<file path="src/rtl/edge_detector_bank.sv">
// Multi-channel glitch-filtered edge detector with mode-gated events, sticky flags and irq.
// Optional input synchroniser compiled in with `define EDGE_BANK_SYNC_EN.
module edge_detector_bank #(
    parameter int unsigned CHANNELS    = 8,
    parameter int unsigned SYNC_STAGES = 2,
    parameter int unsigned FILTER_W    = 4
) (
    input  logic                    clk,
    input  logic                    rst_n,
    input  logic [CHANNELS-1:0]     signal_in,
    input  logic [2*CHANNELS-1:0]   mode,
    input  logic [FILTER_W-1:0]     filter_len,
    input  logic [CHANNELS-1:0]     clear,
    output logic [CHANNELS-1:0]     level_out,
    output logic [CHANNELS-1:0]     rising_edge,
    output logic [CHANNELS-1:0]     falling_edge,
    output logic [CHANNELS-1:0]     event_pulse,
    output logic [CHANNELS-1:0]     event_sticky,
    output logic                    irq
);

    logic [CHANNELS-1:0] s;

`ifdef EDGE_BANK_SYNC_EN
    logic [CHANNELS-1:0] sync_q [SYNC_STAGES];

    always_ff @(posedge clk or negedge rst_n) begin
        if (!rst_n) begin
            for (int k = 0; k < int'(SYNC_STAGES); k++) begin
                sync_q[k] <= '0;
            end
        end else begin
            sync_q[0] <= signal_in;
            for (int k = 1; k < int'(SYNC_STAGES); k++) begin
                sync_q[k] <= sync_q[k-1];
            end
        end
    end

    assign s = sync_q[SYNC_STAGES-1];
`else
    assign s = signal_in;
`endif

    logic [FILTER_W-1:0] cnt_q [CHANNELS];
    logic [FILTER_W-1:0] cnt_d [CHANNELS];
    logic [CHANNELS-1:0] lvl_q, lvl_d;
    logic [CHANNELS-1:0] rise_q, rise_d;
    logic [CHANNELS-1:0] fall_q, fall_d;
    logic [CHANNELS-1:0] sticky_q, sticky_d;

    always_comb begin
        lvl_d  = lvl_q;
        rise_d = '0;
        fall_d = '0;
        for (int i = 0; i < int'(CHANNELS); i++) begin
            cnt_d[i] = cnt_q[i];
            if (s[i] == lvl_q[i]) begin
                cnt_d[i] = '0;
            end else if (cnt_q[i] >= filter_len) begin
                // >= so a lowered filter_len commits immediately instead of wrapping
                lvl_d[i]  = s[i];
                cnt_d[i]  = '0;
                rise_d[i] = s[i];
                fall_d[i] = ~s[i];
            end else begin
                cnt_d[i] = cnt_q[i] + FILTER_W'(1);
            end
        end
    end

    always_comb begin
        event_pulse = '0;
        for (int i = 0; i < int'(CHANNELS); i++) begin
            event_pulse[i] = (rise_q[i] & mode[2*i]) | (fall_q[i] & mode[2*i+1]);
        end
        // Set wins over a simultaneous clear
        sticky_d = (sticky_q & ~clear) | event_pulse;
    end

    always_ff @(posedge clk or negedge rst_n) begin
        if (!rst_n) begin
            for (int i = 0; i < int'(CHANNELS); i++) begin
                cnt_q[i] <= '0;
            end
            lvl_q    <= '0;
            rise_q   <= '0;
            fall_q   <= '0;
            sticky_q <= '0;
        end else begin
            for (int i = 0; i < int'(CHANNELS); i++) begin
                cnt_q[i] <= cnt_d[i];
            end
            lvl_q    <= lvl_d;
            rise_q   <= rise_d;
            fall_q   <= fall_d;
            sticky_q <= sticky_d;
        end
    end

    assign level_out    = lvl_q;
    assign rising_edge  = rise_q;
    assign falling_edge = fall_q;
    assign event_sticky = sticky_q;
    assign irq          = |sticky_q;

endmodule

</file>
<file path="config.mk">
export PLATFORM = sky130hd
export DESIGN_NAME = edge_detector_bank
export DESIGN_NICKNAME = d
export VERILOG_FILES = /design/src/rtl/edge_detector_bank.sv
export SDC_FILE = /design/constraint.sdc
export NUM_CORES = 1
export LEC_CHECK = 0
export ABC_AREA = 1
export BUFFER_PORTS_ARGS = -buffer_cell sky130_fd_sc_hd__buf_2
export CAP_MARGIN = 30
export CORE_UTILIZATION = 45
export CTS_BUF_LIST = sky130_fd_sc_hd__clkbuf_8 sky130_fd_sc_hd__clkbuf_16
export DETAILED_ROUTE_END_ITERATION = 10
export PLACE_DENSITY = 0.68
export SYNTH_ARGS = -nofsm -noshare
export SYNTH_HDL_FRONTEND = slang
export SYNTH_SLANG_ARGS = --single-unit
</file>
<file path="constraint.sdc">
create_clock -name clk -period 1.9 [get_ports clk]
set_clock_uncertainty 0.15 [all_clocks]
set_input_delay 0.475 -clock clk [delete_from_list [all_inputs] [get_ports clk]]
set_output_delay 0.475 -clock clk [all_outputs]
set_load 0.005 [all_outputs]
</file>
==> results.cfg, run 1 <==
[place]
place_area_um2 = 4250
numPortBuffers = 78
dp_hpwl_um = 5130
dpl_worst_slack_ns = -0.0910
dp.cells = 643
gp_congestion = 0.767

[power_and_ir_drop]
p_leak_nw = 2.86
seqPwrFrac_pct = 39.7
power_frac_clock_pct = 25.7
p_switching_w = 0.00185
power.total_w = 0.00509
ir_worst_vdd_mv = 0.496
powerDensity_nw_per_um2 = 1130
pwr-share-comb_pct = 34.6
swShare_pct = 36.4
internal_power_w = 0.00324

[die]
rows = 32
coreArea_um2 = 7850
ios = 79
dieArea_um2 = 8610
start_util_pct = 47.3
die_h_um = 92.8
die-width_um = 92.8

[timing]
finalHoldViolCount = 0
setup_viol = 0
maxSlewViolCount = 0
rsz0062_at_grt = true
maxSlewHeadroom_pct = 71.8
finalCritPeriodShare_pct = 99.4
fin_ws_ns = 0.0113
clock.fmax_mhz = 529
max_slew.worst_pin.slew_ns = 0.422
period_minus_slack_ns = 1.89

[route]
first_pass_iters = 4
routedWlPerCell_um = 10.6
drt_wl_total_um = 6980
drt_iter0_markers = 77
vias = 2995
drc = 0
ant_nets = 0
avgViaCountPerCell = 4.53

[synth]
synth-xor-area-share_pct = 3.78
synthTopCellsByArea = dfrtp_1 43%, inv_1 15%, ha_1 13%, nand2_1 11%, nor2_1 3.2%
synth.distinct_cells = 15
synthAdderAreaFrac_pct = 13.5
yosys.area.top_type = dfrtp_1
async_reset_ff_share_pct = 100
avgSynthCellArea_um2 = 8.03
ys.flop_type = dfrtp_1
synth.cells.most_frequent = 147 x inv_1, 104 x nand2_1, 64 x dfrtp_1
yosysMostFrequentCell = inv_1
yosysSeqAreaShare_pct = 43.2
synth-simple-area-share_pct = 20.4
netlist_instances = 462
syn_area_um2 = 3710
syn_nets = 540
synth_top_family_by_area = simple AND/OR/NAND/NOR gates
synthMuxAreaShare_pct = 0
yosys_warnings = 0
synth_compound_area_share_pct = 4.32
ys_ff_latch = 64
synth_edf_count = 0
netlist.area_leader.share_pct = 43.2

[setup_path]
crit_fanout = 3
cp.required_ns = 1.27
end_kind = output port
crit_arrival_ns = 1.26
startpoint_type = flip-flop
crit_type = flip-flop to output port
regToRegSetupSlack_ns = 0.41

[grt]
grt_pass1_vias = 2921
grt_pass1_wl_um = 12100
grt_remaining_overflow = 0
globalRouteTotalUtil_pct = 18.1
antenna_found_initial = 0
grt_max_degree = 51

[layout]
nets = 632
drive_above_1_share_pct = 20.4
diodes = 0
fillers = 733
post-route-cell-area_um2 = 4500
multi_input_area_um2 = 1580
syn_to_final_growth_pct = 21.4
fin_util_pct = 57.4
layoutNonFillerInstCount = 661
seq_area_um2 = 1600

[flow_run]
drv_cap = 0

[min_path]
hold_path_class = primary input to flip-flop

[cts]
cts_root_buffer = clkbuf_8
clock_path_buffers = 2
clk_pin_slew_ns = 0.07
clock_latency_ns = 0.35
cts_buffers = 9
ctsHtreeMaxLevel = 3
cts.sinks = 64
cts_tree = yes

[outcome]
status = complete, no violations
-- worst max-delay path: stages (launching register included) --
cell	delay, ns
dfrtp_1	0.40
nor4_2	0.28
nand3_1	0.10
buf_2	0.14
-- cell families after synthesis --
group / after synthesis
XOR/XNOR: 16
AND/OR/NAND/NOR: 171
buffers and inverters: 147
AO/OA/AOI/OAI: 24
flip-flops: 64
adder cells (fa/ha/maj): 40
-- layer usage --
layer	share of wire, %	up-vias	track usage (%)	wire length (um)
li1	-	1560	-	-
met1	45	1361	19.6	3170
met2	48	63	33.1	3360
met3	4.3	11	3.53	298
met4	2.2	0	9.49	155
met5	0	-	0	0
-- through the flow --
| stage | setup TNS [ns] | hold slack [ns] |
|---|---|---|
| floorplan | 0 | 0.0294 |
| global placement | -1.55 | 0.252 |
| detailed placement | -2.25 | 0.248 |
| CTS | 0 | 0.133 |
| global route | -0.107 | 0.146 |
| finish | 0 | 0.144 |
-- state kept, by name, summed over array words and instances, names as in the netlist --
name and cells:
cnt_q 32, level_out 8, falling_edge 8, event_sticky 8
rising_edge 8
-- cell type report --
type,count,area share (%)
multi-input cells,251,35.0
clock inverters,6,1.83
clock buffers,10,3.06
flip-flops and latches,64,35.6
well taps,102,2.83
repair buffers,81,9.50
inverters,147,12.2
-- final timing paths --
path	start	end	depth (start not counted)
setup / recovery	event_sticky[2]	irq	3
hold / removal	clear[5]	event_sticky[5]	2
setup reg to reg	cnt_q[15]	level_out[4]	5
hold reg to reg	cnt_q[24]	cnt_q[24]	1
max in group asynchronous	rst_n	falling_edge[0]	3
min in group asynchronous	rst_n	falling_edge[2]	2
-- power by group through the flow --
| stage | clock network (W) | registers (W) | logic, W |
|---|---|---|---|
| final | 0.00131 | 0.00202 | 0.00176 |
| after floorplan | 0 | 0.00198 | 0.00121 |
| after CTS | 0.00134 | 0.00202 | 0.00178 |
| after global routing | 0.00139 | 0.00207 | 0.00210 |
| after global placement | 0 | 0.00203 | 0.00167 |
| after detailed placement | 0 | 0.00203 | 0.00173 |
-- layout by cell type (no fill, tap or decap) --
master,instances
dlygate4sd3_1,1
nand2_1,104
dfrtp_1,64
clkinv_2,3
clkinvlp_4,1
nand3_1,17
xnor2_1,8
o21ai_0,8
clkbuf_8,10
o22ai_1,8
nor2_1,32
nand4_2,8
nand4_1,8
bufinv_16,2
buf_2,78
xor2_1,8
nor3_4,1
inv_1,147
ha_1,40
a21oi_2,8
nor4_2,1
buf_4,1
buf_12,1
-- repair_timing --
| item | CTS | global route |
|---|---|---|
| setup endpoints to repair | 1 | 1 |
| hold buffers | 1 | 0 |
| resized for setup | 2 | 1 |
| buffers inserted | 1 | 0 |
| endpoints found under the hold margin | 14 | 0 |
Power figures use the tool's default switching activity.
==> inputs of run 2 (changes only) <==
clock period = 2.31 ns   (was 1.9 ns; I/O delays follow)
==> run 2 against run 1 <==
Register-to-register slack better by 0.39 ns. Critical path depth stayed put. Setup slack better by 0.16 ns. Sequential share of layout area is 0.38 points higher. Combinational power is 18% lower. Sequential cell count stayed put. Worst hold slack worse by 0.068 ns. First-iteration DRC count is 58% higher. Critical endpoint unchanged.
==> results.cfg, run 2 (same netlist as run 1, synthesis figures left out) <==
[outcome]
status = complete, no violations

[layout]
diodes = 0
fin_util_pct = 56.8
nets = 630
layout_commonest_cell = inv_1
most-common-layout-cells = 148 x inv_1, 104 x nand2_1, 78 x buf_2
syn_to_final_growth_pct = 20.1
largest_reg_flops = 32
drive_above_1_share_pct = 19.7
post-route-cell-area_um2 = 4460
top_register = cnt_q

[cts]
cts.sinks = 64
ctsHtreeMaxLevel = 3
cts-resized-gates = 0
post_cts_buffers = 0
cts_hold_buf = 0
cts_buffers = 9
cts_tree = yes
clk_pin_slew_ns = 0.07
cts_root_buffer = clkbuf_8
clock_latency_ns = 0.34
clock_path_buffers = 2

[route]
routedWlPerCell_um = 10.7
ant_nets = 0
drt_iter0_markers = 122
drt_wl_total_um = 7050
avgViaCountPerCell = 4.54
drc = 0
vias = 2991
first_pass_iters = 4

[power_and_ir_drop]
power.total_w = 0.00408
powerDensity_nw_per_um2 = 915
p_leak_nw = 2.83
ir_worst_vdd_mv = 0.421

[timing]
setup_viol = 0
fin_worst_hold_slack_ns = 0.0762
setup_tns_ns = 0
finalHoldViolCount = 0
max_slew.worst_pin.slew_ns = 0.434
clock.fmax_mhz = 468
maxSlewViolCount = 0
rsz0062_at_grt = false
finalCritPeriodShare_pct = 92.4
period_minus_slack_ns = 2.14
maxSlewHeadroom_pct = 71.1

[flow_run]
drv_cap = 0

[setup_path]
crit_type = flip-flop to output port
startpoint_type = flip-flop
end_kind = output port
crit_fanout = 3
crit_arrival_ns = 1.41
reg2reg_from = cnt_q[20]
cp.required_ns = 1.58
crit_start = event_sticky[6]

[grt]
antenna_found_initial = 0
grt_max_degree = 65
grt_remaining_overflow = 0
globalRouteTotalUtil_pct = 18.3
grt_pass1_wl_um = 12200
grt_pass1_vias = 2892

[die]
coreArea_um2 = 7850
rows = 32
die_h_um = 92.8
ios = 79
start_util_pct = 47.3
die-width_um = 92.8
dieArea_um2 = 8610

[place]
numPortBuffers = 78
dp_hpwl_um = 5270
gp_congestion = 0.770
place_area_um2 = 4250

[min_path]
hold_path_class = primary input to async pin
[run 2: path summary, 6_finish.rpt]
check | slack (ns) | to | cells after the start
setup / recovery | 0.17 | irq | 3
hold reg to reg | 0.33 | cnt_q[0] | 1
hold / removal | 0.08 | cnt_q[22] | 2
min in group clk | 0.26 | event_sticky[7] | 2
max in group asynchronous | 1.65 | falling_edge[1] | 2
setup reg to reg | 0.80 | cnt_q[23] | 7
[run 2: metal layers]
| metal | global-route usage [%] | vias to the layer above | share of wire (%) |
|---|---|---|---|
| met5 | 0 | - | 0 |
| met4 | 8.33 | 0 | 2.0 |
| met3 | 5.17 | 15 | 5.2 |
| met2 | 31.7 | 74 | 47 |
| met1 | 20.8 | 1350 | 46 |
| li1 | - | 1552 | - |
[run 2: area by class of cell]
class / instances / area, um^2
clock inverter: 5 / 56.3
multi-input combinational: 251 / 1560
fill: 715 / 3390
timing repair buffer: 79 / 410
sequential: 64 / 1600
inverter: 147 / 552
clock buffer: 11 / 151
tap: 102 / 128
[run 2: worst max-delay path, cell delays in order (launching register included)]
cell and delay (ns):
dfrtp_1 0.41, nor3_1 0.39, nand3_1 0.12, buf_2 0.14
[run 2: report_power, final]
group | internal, W | total, W | switching [W]
Clock | 0.000553 | 0.000991 | 0.000438
Sequential | 0.00140 | 0.00165 | 0.000249
Combinational | 0.000616 | 0.00144 | 0.000824
[run 2: stage by stage]
step / std cells / setup WS, ns
6_report: 659 / 0.175
3_5_place_dp: 643 / 0.194
3_3_place_gp: 643 / 0.238
5_1_grt: 659 / 0.0447
4_1_cts: 659 / 0.185
2_1_floorplan: 462 / 0.601
==> inputs of run 3 (changes only) <==
ABC_AREA = not set   (was 1)
==> run 3 against run 2 <==
First-iteration DRC count decreased by 39%. Via count down 20%. Synthesized cell count is 40% lower. Critical path type is now primary input to flip-flop. Largest cell class is now multi-input combinational cells.
==> results.cfg, run 3 <==
[layout]
fin_util_pct = 58.5
diodes = 0
most-common-layout-cells = 78 x buf_2, 64 x dfrtp_1, 40 x ha_1
fillers = 627
drive_above_1_share_pct = 37.5
nets = 455
layout_commonest_cell = buf_2
top_register = cnt_q
layoutNonFillerInstCount = 480
largest_reg_flops = 32
syn_to_final_growth_pct = 23.6

[power_and_ir_drop]
powerDensity_nw_per_um2 = 982
p_leak_nw = 2.34
ir_worst_vdd_mv = 0.403

[timing]
maxSlewViolCount = 0
setup_viol = 0
finalHoldViolCount = 0
rsz0062_at_grt = false
maxSlewHeadroom_pct = 74.0
period_minus_slack_ns = 2.01
setup_tns_ns = 0
max_slew.worst_pin.slew_ns = 0.389
finalCritPeriodShare_pct = 86.9
clock.fmax_mhz = 498
fin_worst_hold_slack_ns = 0.0815

[setup_path]
crit_fanout = 8
end_kind = flip-flop
worstPathCellList = buf_2, inv_1, ha_1, a2111oi_4, or2_4, mux2_4
cp.required_ns = 2.38
slowest_delay_ns = 0.33
startpoint_type = primary input
crit_arrival_ns = 2.08
crit_type = primary input to flip-flop
regToRegSetupSlack_ns = 0.32
slowest_stage = ha_1

[cts]
cts-resized-gates = 0
cts.sinks = 64
clock_path_buffers = 2
post_cts_buffers = 0
clk_pin_slew_ns = 0.08
ctsHtreeMaxLevel = 3
cts_buffers = 9
cts_hold_buf = 0
clock_latency_ns = 0.34
cts_root_buffer = clkbuf_8
cts_tree = yes

[synth]
netlist_instances = 278
yosysSeqAreaShare_pct = 45.9
synth.cells.most_frequent = 64 x dfrtp_1, 40 x ha_1, 32 x nor2_1
yosys_warnings = 0
yosysMostFrequentCell = dfrtp_1
synth.distinct_cells = 19
yosys.area.top_type = dfrtp_1
synth_edf_count = 0
async_reset_ff_share_pct = 100
synthTopCellsByArea = dfrtp_1 46%, ha_1 14%, a2111oi_4 6.3%, xor2_1 4.0%, mux2_4 3.4%
ys_ff_latch = 64
ys.flop_type = dfrtp_1
syn_nets = 356
avgSynthCellArea_um2 = 12.6
syn_area_um2 = 3490
netlist.area_leader.share_pct = 45.9

[grt]
grt_pass1_wl_um = 11100
grt_max_degree = 65
grt_remaining_overflow = 0
globalRouteTotalUtil_pct = 17.4
antenna_found_initial = 0
grt_pass1_vias = 2433

[place]
dp.cells = 465
gp_congestion = 0.749
dp_hpwl_um = 4750
numPortBuffers = 78

[route]
drt_iter0_markers = 75
avgViaCountPerCell = 4.98
drc = 0
ant_nets = 0
drt_wl_total_um = 6380
vias = 2388
routedWlPerCell_um = 13.3
first_pass_iters = 4

[min_path]
hold_path_class = primary input to async pin

[die]
rows = 31
die_h_um = 90.1
start_util_pct = 47.4
die-width_um = 90.1
ios = 79
coreArea_um2 = 7370
dieArea_um2 = 8110

[outcome]
status = complete, no violations

[flow_run]
drv_cap = 0
==> run 3: cell types whose count changed in the layout (fill, tap and decap cells not counted), moves of 9 or more <==
cell / before / now
nand3_1: 17 / 8
inv_1: 148 / 19
nor3b_1: 0 / 16
nand2_1: 104 / 1
==> run 3: final cells by class <==
cell class | count | area, um^2 | share of cell area [%]
multi-input combinational | 195 | 1820 | 42.1
clock buffer | 9 | 124 | 2.87
tap | 99 | 124 | 2.87
inverter | 19 | 71.3 | 1.65
timing repair buffer | 88 | 490 | 11.4
clock inverter | 6 | 85.1 | 1.97
sequential | 64 | 1600 | 37.1
==> run 3: power breakdown <==
group | switching, W | internal, W | total [W]
logic | 0.000637 | 0.000915 | 0.00155
clock network | 0.000435 | 0.000597 | 0.00103
registers | 0.000273 | 0.00138 | 0.00165
total | 0.00134 | 0.00289 | 0.00424
==> run 3: path summary, 6_finish.rpt <==
check,from,endpoint,depth (start not counted)
setup / recovery,filter_len[1],level_out[7],6
hold / removal,rst_n,level_out[2],2
min in group clk,signal_in[0],falling_edge[0],2
max in group asynchronous,rst_n,cnt_q[28],2
setup reg to reg,cnt_q[20],level_out[2],6
hold reg to reg,cnt_q[0],cnt_q[0],1
==> run 3: metrics by stage <==
stage	power, W	cell area [um^2]	setup slack, ns
4_1_cts	0.00428	4310	0.280
2_1_floorplan	0.00275	3490	0.246
5_1_grt	0.00455	4310	0.231
3_5_place_dp	0.00324	4110	-0.0859
3_3_place_gp	0.00319	4110	-0.0472
6_report	0.00424	4310	0.303
==> run 3: kinds of logic after synthesis <==
kind of cell             Yosys count  synth area share [%]
AO/OA/AOI/OAI                     40                  12.9
XOR/XNOR                          24                  6.02
adder cells (fa/ha/maj)           40                  14.3
buffers and inverters             19                  2.04
flip-flops                        64                  45.9
multiplexers                       8                  3.44
AND/OR/NAND/NOR                   83                  15.4
==> run 3: critical path: cells and delay by family <==
kind	cells	cell delay (ns)
mux	1	0.29
simple gates	1	0.19
buf+inv	2	0.38
fa+ha+maj	1	0.33
compound gates	1	0.31
==> run 3: metal layers <==
metal	vias to the layer above	share of wire [%]	global-route usage (%)
li1	1178	-	-
met1	1141	45	22.2
met2	58	48	28.4
met3	11	4.9	4.74
met4	0	1.4	6.05
met5	-	0	0
